--- config.mk ---
export PLATFORM = sky130hd
export DESIGN_NAME = mem_port_arbiter
export DESIGN_NICKNAME = d
export VERILOG_FILES = /design/src/rtl/mem_port_arbiter.sv
export SDC_FILE = /design/constraint.sdc
export NUM_CORES = 1
export LEC_CHECK = 0
export ABC_CLOCK_PERIOD_IN_PS = 2000
export CAP_MARGIN = 25
export CORE_ASPECT_RATIO = 1.1
export CORE_MARGIN = 2
export CORE_UTILIZATION = 32
export DETAILED_ROUTE_END_ITERATION = 10
export PLACE_DENSITY = 0.81
export SYNTH_ARGS = -nofsm -noshare
export SYNTH_HDL_FRONTEND = slang
export SYNTH_SLANG_ARGS = --single-unit
--- constraint.sdc ---
create_clock -name clk -period 2 [get_ports clk]
set_input_delay 0.5 -clock clk [delete_from_list [all_inputs] [get_ports clk]]
set_output_delay 0.5 -clock clk [all_outputs]
set_load 0.05 [all_outputs]
--- src/rtl/mem_port_arbiter.sv ---
// Arbitrates a single memory port between the processor and a loader/DMA engine.
// Alternates on ties, bounds each owner's tenure while the other side waits, and hands over without an idle bubble.
module mem_port_arbiter #(
    parameter int word_size   = 8,
    parameter int cpu_quantum = 8,
    parameter int ldr_quantum = 4
) (
    input  logic                 clk,
    input  logic                 rst,
    input  logic                 cpu_req,
    input  logic                 cpu_write,
    input  logic [word_size-1:0] cpu_addr,
    input  logic [word_size-1:0] cpu_wdata,
    input  logic                 ldr_req,
    input  logic                 ldr_write,
    input  logic [word_size-1:0] ldr_addr,
    input  logic [word_size-1:0] ldr_wdata,
    input  logic                 ldr_last,
    output logic                 cpu_gnt,
    output logic                 ldr_gnt,
    output logic                 cpu_stall,
    output logic [word_size-1:0] mem_address,
    output logic [word_size-1:0] mem_data_in,
    output logic                 mem_write
);

    typedef enum logic [1:0] {
        IDLE    = 2'd0,
        CPU_OWN = 2'd1,
        LDR_OWN = 2'd2
    } state_t;

    localparam logic       SERVED_CPU    = 1'b0;
    localparam logic       SERVED_LOADER = 1'b1;
    localparam logic [3:0] CPU_LAST_BEAT = 4'(cpu_quantum - 1);
    localparam logic [3:0] LDR_LAST_BEAT = 4'(ldr_quantum - 1);

    state_t     state;
    state_t     state_next;
    logic [3:0] beat_cnt;
    logic       last_served;

    always_ff @(posedge clk or negedge rst) begin
        if (!rst) begin
            state       <= IDLE;
            beat_cnt    <= 4'd0;
            last_served <= SERVED_LOADER;
        end else begin
            state <= state_next;
            if (state_next != state) begin
                beat_cnt <= 4'd0;
                if (state_next == CPU_OWN)
                    last_served <= SERVED_CPU;
                else if (state_next == LDR_OWN)
                    last_served <= SERVED_LOADER;
            end else if (state != IDLE && beat_cnt != 4'd15) begin
                beat_cnt <= beat_cnt + 4'd1;
            end
        end
    end

    // Quantum only forces a handover while the other side is actually waiting.
    always_comb begin
        state_next = state;
        case (state)
            IDLE: begin
                if (cpu_req && ldr_req)
                    state_next = (last_served == SERVED_LOADER) ? CPU_OWN : LDR_OWN;
                else if (cpu_req)
                    state_next = CPU_OWN;
                else if (ldr_req)
                    state_next = LDR_OWN;
            end
            CPU_OWN: begin
                if (!cpu_req)
                    state_next = ldr_req ? LDR_OWN : IDLE;
                else if (ldr_req && beat_cnt == CPU_LAST_BEAT)
                    state_next = LDR_OWN;
            end
            LDR_OWN: begin
                if (!ldr_req || ldr_last)
                    state_next = cpu_req ? CPU_OWN : IDLE;
                else if (cpu_req && beat_cnt == LDR_LAST_BEAT)
                    state_next = CPU_OWN;
            end
            default: state_next = IDLE;
        endcase
    end

    // Strobe is gated by the owner's own request so a granted-but-idle side never writes.
    always_comb begin
        cpu_gnt     = 1'b0;
        ldr_gnt     = 1'b0;
        mem_address = '0;
        mem_data_in = '0;
        mem_write   = 1'b0;
        case (state)
            CPU_OWN: begin
                cpu_gnt     = 1'b1;
                mem_address = cpu_addr;
                mem_data_in = cpu_wdata;
                mem_write   = cpu_write & cpu_req;
            end
            LDR_OWN: begin
                ldr_gnt     = 1'b1;
                mem_address = ldr_addr;
                mem_data_in = ldr_wdata;
                mem_write   = ldr_write & ldr_req;
            end
            default: ;
        endcase
    end

    assign cpu_stall = cpu_req & ~cpu_gnt;

endmodule

==> results of run 1 <==
-- logic make-up after synthesis --
logic type                 count (synthesis)
and+or+nand+nor                           44
AOI/OAI and AO/OA                         37
buffers and inverters                     12
DFF                                        7
adders and majority gates                  6
xor gates and xnor gates                   3
muxes                                      2
-- layout make-up --
type,count,share of cell area (%)
clock buffers,4,1.20
inverters,6,1.15
multi-input cells,92,42.6
flip-flops and latches,7,8.20
well taps,31,1.78
repair buffers,79,45.0
-- cells in the final DEF (no fill, tap or decap), drive strengths merged, types with 3 or more instances in the layout --
cell type / instances
a21oi: 4
a22oi: 16
buf: 41
clkbuf: 4
clkdlybuf4s50: 35
dfrtp: 6
dlygate4sd2: 3
ha: 6
inv: 6
nand2: 8
nor2: 6
nor2b: 20
o21ai: 7
-- flip-flops by register name, indices dropped and copies added, names as in the netlist --
name	flops
last_served	1
beat_cnt	4
state	2
-- layer usage --
layer  global-route usage, %  wire length, microns
met1                    29.5                  1450
met2                    47.8                  2090
met3                    4.31                   287
met4                    4.76                    55
met5                       0                     0
-- final timing paths --
path	from	to	slack [ps]	depth (start not counted)
worst max-delay path	state[0]	mem_address[5]	-100	6
worst min-delay path	last_served	last_served	480	2
worst max register to register	state[0]	last_served	-40	10
worst min register to register	last_served	last_served	480	2
max in group asynchronous	rst	last_served	1210	1
min in group asynchronous	rst	state[1]	510	1
-- tightest hold or removal path, cell delays in order, from the launching register on --
cell	delay, ps
dfstp_2	370
inv_1	40
mux2i_1	50
-- power by group through the flow --
stage	sequential [mW]	clock [mW]	combinational, mW
2_1_floorplan	0.249	0	1.56
3_3_place_gp	0.237	0	2.45
3_5_place_dp	0.242	0	2.51
4_1_cts	0.238	0.126	2.71
5_1_grt	0.248	0.138	2.99
6_report	0.244	0.123	2.85
-- repair_timing --
| item | CTS | global route |
|---|---|---|
| pin swaps | 7 | 10 |
| setup endpoints to repair | 19 | 19 |
| resized for setup | 24 | 12 |
| hold endpoints to repair | 0 | 0 |
| setup buffers | 6 | 0 |
==> impl_metrics.tcl, run 1 <==
set metrics [dict create \
    fillers 119 \
    synth_mux_area_share_pct 2.31 \
    holdCritPathClass "reg -> reg" \
    dp_hpwl_mm 2.70 \
    grt_pass1_wl_mm 5.84 \
    drv_cap 0 \
    p_sw_share_pct 45.5 \
    slowest_delay_ps 430 \
    grt_pass1_vias 1195 \
    stdcell_count 219 \
    cp-end-kind "output pin" \
    viasPerCell 5.46 \
    crit_family "buffers and inverters" \
    synth_xor_area_share_pct 3.03 \
    synth_simple_gate_area_share_pct 28.3 \
    rsz0062_at_grt "true" \
    synth_seq_cells 7 \
    violations "negative setup slack" \
    p_sw_mw 1.47 \
    die_y_microns 58.6 \
    finalWorstSetupSlack_ps -104 \
    period_share_pct 105 \
    antennaDiodeCount 0 \
    areaGrowthSynthToFinish_pct 152 \
    cts-root-buf "clkbuf_4" \
    num_vias 1195 \
    synth_flop_cell "dfrtp_1" \
    crit_slowest_cell "dfrtp_2" \
    coreArea_sq_mm 0.00254 \
    htreeDepth 1 \
    synthAdderAreaFrac_pct 8.67 \
    routabilityCongestion 0.992 \
    worstMarginPinSlew_ps 398 \
    design_area_sq_mm 0.00218 \
    die_w_microns 53.6 \
    leakagePower_nw 0.855 \
    crit_buf_inv 3 \
    insertion_delay_ps 240 \
    drt_wl_total_mm 3.88 \
    cp.required_ps 1500 \
    async_flop_share_pct 100 \
    intPower_mw 1.75 \
    p_per_area_mw_per_mm2 1480 \
    synth_area_sq_um 866 \
    wl_per_cell_microns 17.7 \
    postSynthNetCount 156 \
    seq_power_share_pct 7.6 \
    layout-drive-gt1-share_pct 51.1 \
    start_util_pct 34.0 \
    seq_area_frac_synth_pct 20.4 \
    drt_iter0_drc 31 \
    avgSynthCellArea_sq_um 7.80 \
    netlist.area_leader.share_pct 17.3 \
    synth-edff-count 0 \
    fin_crit_ps 2100 \
    synth.largest_area_cell "dfrtp_1" \
    cts_buffer_depth 2 \
    synth_warnings 0 \
    antenna_found_initial 0 \
    row_count 19 \
    io_pins 59 \
    yosysMostFrequentCell "nor2b_1" \
    placed_cells 209 \
    grt-ovfl-total 0 \
    relSlewSlack_pct 73.3 \
    pre_cts_slack_ps -498 \
    setup_viol 19 \
    clkPwrFrac_pct 3.8 \
    crit_chain "buf_6, ha_4, buf_8, a22oi_2, nor2b_4, buf_12" \
    synthCells 111 \
    cts_tree "done" \
    grt.total_usage_pct 25.4 \
    fin_setup_tns_ps -1070 \
    maxSlewViolCount 0 \
    cts_buffers 3 \
    worstPathArrival_ps 1600 \
    synth_top_family_by_area "compound AO/OA/AOI/OAI gates" \
    comb_power_share_pct 88.6 \
    multi_input_area_sq_um 930 \
    report.power.total_mw 3.22 \
    ys_top_cells_by_area "dfrtp_1 (17%), nor2b_1 (14%), a22oi_1 (14%), ha_1 (8.7%), o21ai_0 (4.0%)" \
    fin_util_pct 85.7 \
    timing.hold.ws_ps 477 \
    path_clk_slew_ps 50 \
    clock-sinks 7 \
    status "complete, but fails checks" \
    vdd.ir_drop.worst_mv 1.16 \
    synth_compound_area_share_pct 30.5 \
    grt_max_degree 17 \
    max_freq_ghz 0.475 \
    fin_nets 234 \
    ys_types 33 \
    worstSetupPathType "reg -> out" \
    drt_pass1_iterations 4 \
    ant_nets 0 \
    synth.top_cells.by_count "nor2b_1 (20), a22oi_1 (16), nand2_1 (8), o21ai_0 (7)" \
    cp_max_fo 8 \
    dpl_cell_area_sq_mm 0.00197 \
    hold_viol 0 \
    cts.hold.buffers_added 0 \
    drc_errors 0 \
    fin_skew_ps 1.80 \
    io_buffers 58 \
    final-seq-area_sq_um 179 \
    critPathLaunchType "flop" \
    dieArea_sq_mm 0.00314 \
]
No activity file was read; power rests on OpenSTA's default activity.
==> run 2: changes to the inputs <==
Settings changed: ABC_AREA set to 1, ABC_CLOCK_PERIOD_IN_PS 2000 to 2600, CORE_UTILIZATION 32 to 37, PLACE_DENSITY 0.81 to 0.9, RECOVER_POWER set to 100.
Clock period 2 ns to 2.6 ns, I/O delays scaled along.
==> impl_metrics.tcl, run 2 <==
set metrics [dict create \
    status "complete, no violations" \
    cts_tree "done" \
    cts_buffer_depth 2 \
    io_pins 59 \
    layout-drive-gt1-share_pct 23.2 \
    grt-ovfl-total 0 \
    postSynthNetCount 185 \
    path_clk_slew_ps 50 \
    async_flop_share_pct 100 \
    hold_viol 0 \
    ys_types 23 \
    cp.required_ps 1950 \
    die_w_microns 48.6 \
    drt_pass1_iterations 4 \
    synthAdderAreaFrac_pct 9.26 \
    p_per_area_mw_per_mm2 1100 \
    critPathLaunchType "flop" \
    maxSlewViolCount 0 \
    yosysMostFrequentCell "nand2_1" \
    multi_input_area_sq_um 657 \
    most-common-layout-cells "nand2_1 (61), clkdlybuf4s50_1 (36), inv_1 (12)" \
    setup_viol 0 \
    synth.largest_area_cell "nand2_1" \
    die_y_microns 53.1 \
    routabilityCongestion 0.855 \
    synth_flop_cell "dfrtp_1" \
    final-seq-area_sq_um 176 \
    row_count 17 \
    io_buffers 58 \
    drc_errors 0 \
    synth_warnings 0 \
    top_register "beat_cnt" \
    ant_nets 0 \
    regToRegSetupSlack_ps 390 \
    fin_skew_ps 0.490 \
    viasPerCell 5.11 \
    cp_max_fo 21 \
    synth-edff-count 0 \
    insertion_delay_ps 250 \
    fillers 144 \
    grt.total_usage_pct 26.6 \
    vdd.ir_drop.worst_mv 1.16 \
    netlist.area_leader.share_pct 28.2 \
    seq_area_frac_synth_pct 21.8 \
    pre_cts_slack_ps 234 \
    dp_hpwl_mm 2.65 \
    rsz0062_at_grt "true" \
    antenna_found_initial 0 \
    leakagePower_nw 0.677 \
    grt_pass1_wl_mm 5.20 \
    cts_buffers 3 \
    max_freq_ghz 0.401 \
    cts.hold.buffers_added 0 \
    worstSetupPathType "reg -> out" \
    drt_wl_total_mm 3.25 \
    holdCritPathClass "reg -> reg" \
    grt_pass1_vias 1081 \
    dieArea_sq_mm 0.00258 \
    synth_xor_area_share_pct 2.16 \
    synth_seq_cells 7 \
    htreeDepth 1 \
    start_util_pct 39.7 \
    synth.top_cells.by_count "nand2_1 (61), a21oi_1 (20), inv_1 (12), nand3_1 (7), nor2_1 (7)" \
    ys_top_cells_by_area "nand2_1 (28%), dfrtp_1 (19%), a21oi_1 (12%), ha_1 (9.3%), inv_1 (5.6%)" \
    synth_area_sq_um 811 \
    synth_mux_area_share_pct 0 \
    cts-root-buf "clkbuf_4" \
    areaGrowthSynthToFinish_pct 101 \
    synth_simple_gate_area_share_pct 42.6 \
    post_cts_buffers 0 \
    synth_top_family_by_area "simple AND/OR/NAND/NOR gates" \
    cp-end-kind "output pin" \
    avgSynthCellArea_sq_um 5.79 \
    wl_per_cell_microns 14.4 \
    finalWorstSetupSlack_ps 107 \
    drt_iter0_drc 19 \
    clock-sinks 7 \
    num_vias 1155 \
    coreArea_sq_mm 0.00204 \
    period_share_pct 95.9 \
    largestRegisters "beat_cnt (4), state (2), last_served (1)" \
    drv_cap 0 \
    worstPathArrival_ps 1840 \
    cts_resized 0 \
    fin_crit_ps 2490 \
    largest_reg_flops 4 \
    worstMarginPinSlew_ps 391 \
    grt_max_degree 22 \
    relSlewSlack_pct 73.9 \
    fin_nets 244 \
    antennaDiodeCount 0 \
    final_common_cell "nand2_1" \
    synthCells 140 \
    synth_compound_area_share_pct 13.9 \
    fin_util_pct 79.7 \
]
[run 2: cell types whose count changed after synthesis, sizes merged, moves of 6 or more]
cell / before / now
nand2: 8 / 62
nor2b: 20 / 0
a21oi: 4 / 20
a22oi: 16 / 0
inv: 6 / 13
nand3: 2 / 9
o21ai: 7 / 1
[run 2: routing by layer]
metal	vias to the layer above	share of wire, %	track usage (%)
met2	64	50	50.7
met1	533	42	32.4
met5	-	0	0
met4	0	1.3	7.62
li1	554	-	-
met3	4	6.6	1.69
[run 2: area by class of cell]
class	instances	area share (%)
Timing Repair Buffer	59	41.4
Multi-Input combinational cell	112	40.4
Sequential cell	7	10.8
Inverter	16	3.69
Tap cell	28	2.15
Clock buffer	4	1.61
[run 2: final timing paths]
path,from,to,cells past startpoint
hold reg to reg,last_served,last_served,2
max in group asynchronous,rst,last_served,1
setup / recovery,state[1],mem_data_in[4],5
min in group asynchronous,rst,state[1],1
setup reg to reg,state[0],last_served,12
hold / removal,last_served,last_served,2
[run 2: stage by stage]
stage | area (sq um) | setup TNS [ps] | std cells | total power [mW] | hold slack, ps
floorplan | 932 | -261 | 140 | 1.20 | 354
global placement | 1710 | 0 | 222 | 1.77 | 456
detailed placement | 1710 | 0 | 222 | 1.83 | 461
CTS | 1730 | 0 | 226 | 1.94 | 469
global route | 1630 | -18.7 | 226 | 1.90 | 505
finish | 1630 | 0 | 226 | 1.79 | 468
[run 2: kinds of logic after synthesis]
logic type / Yosys count
buf+inv: 21
flops: 7
fa+ha+maj: 6
xor+xnor: 2
compound gates: 22
simple gates: 82
[run 2: critical path, cell delays in order (launching register included)]
cell and delay, ps:
dfrtp_1 420, inv_1 150, ha_2 450, nand2_1 180
a21oi_4 180, buf_4 210
[run 2: power breakdown]
part	switching (mW)	internal, mW
Combinational	0.975	0.532
Sequential	0.0320	0.150
Clock	0.0372	0.0584
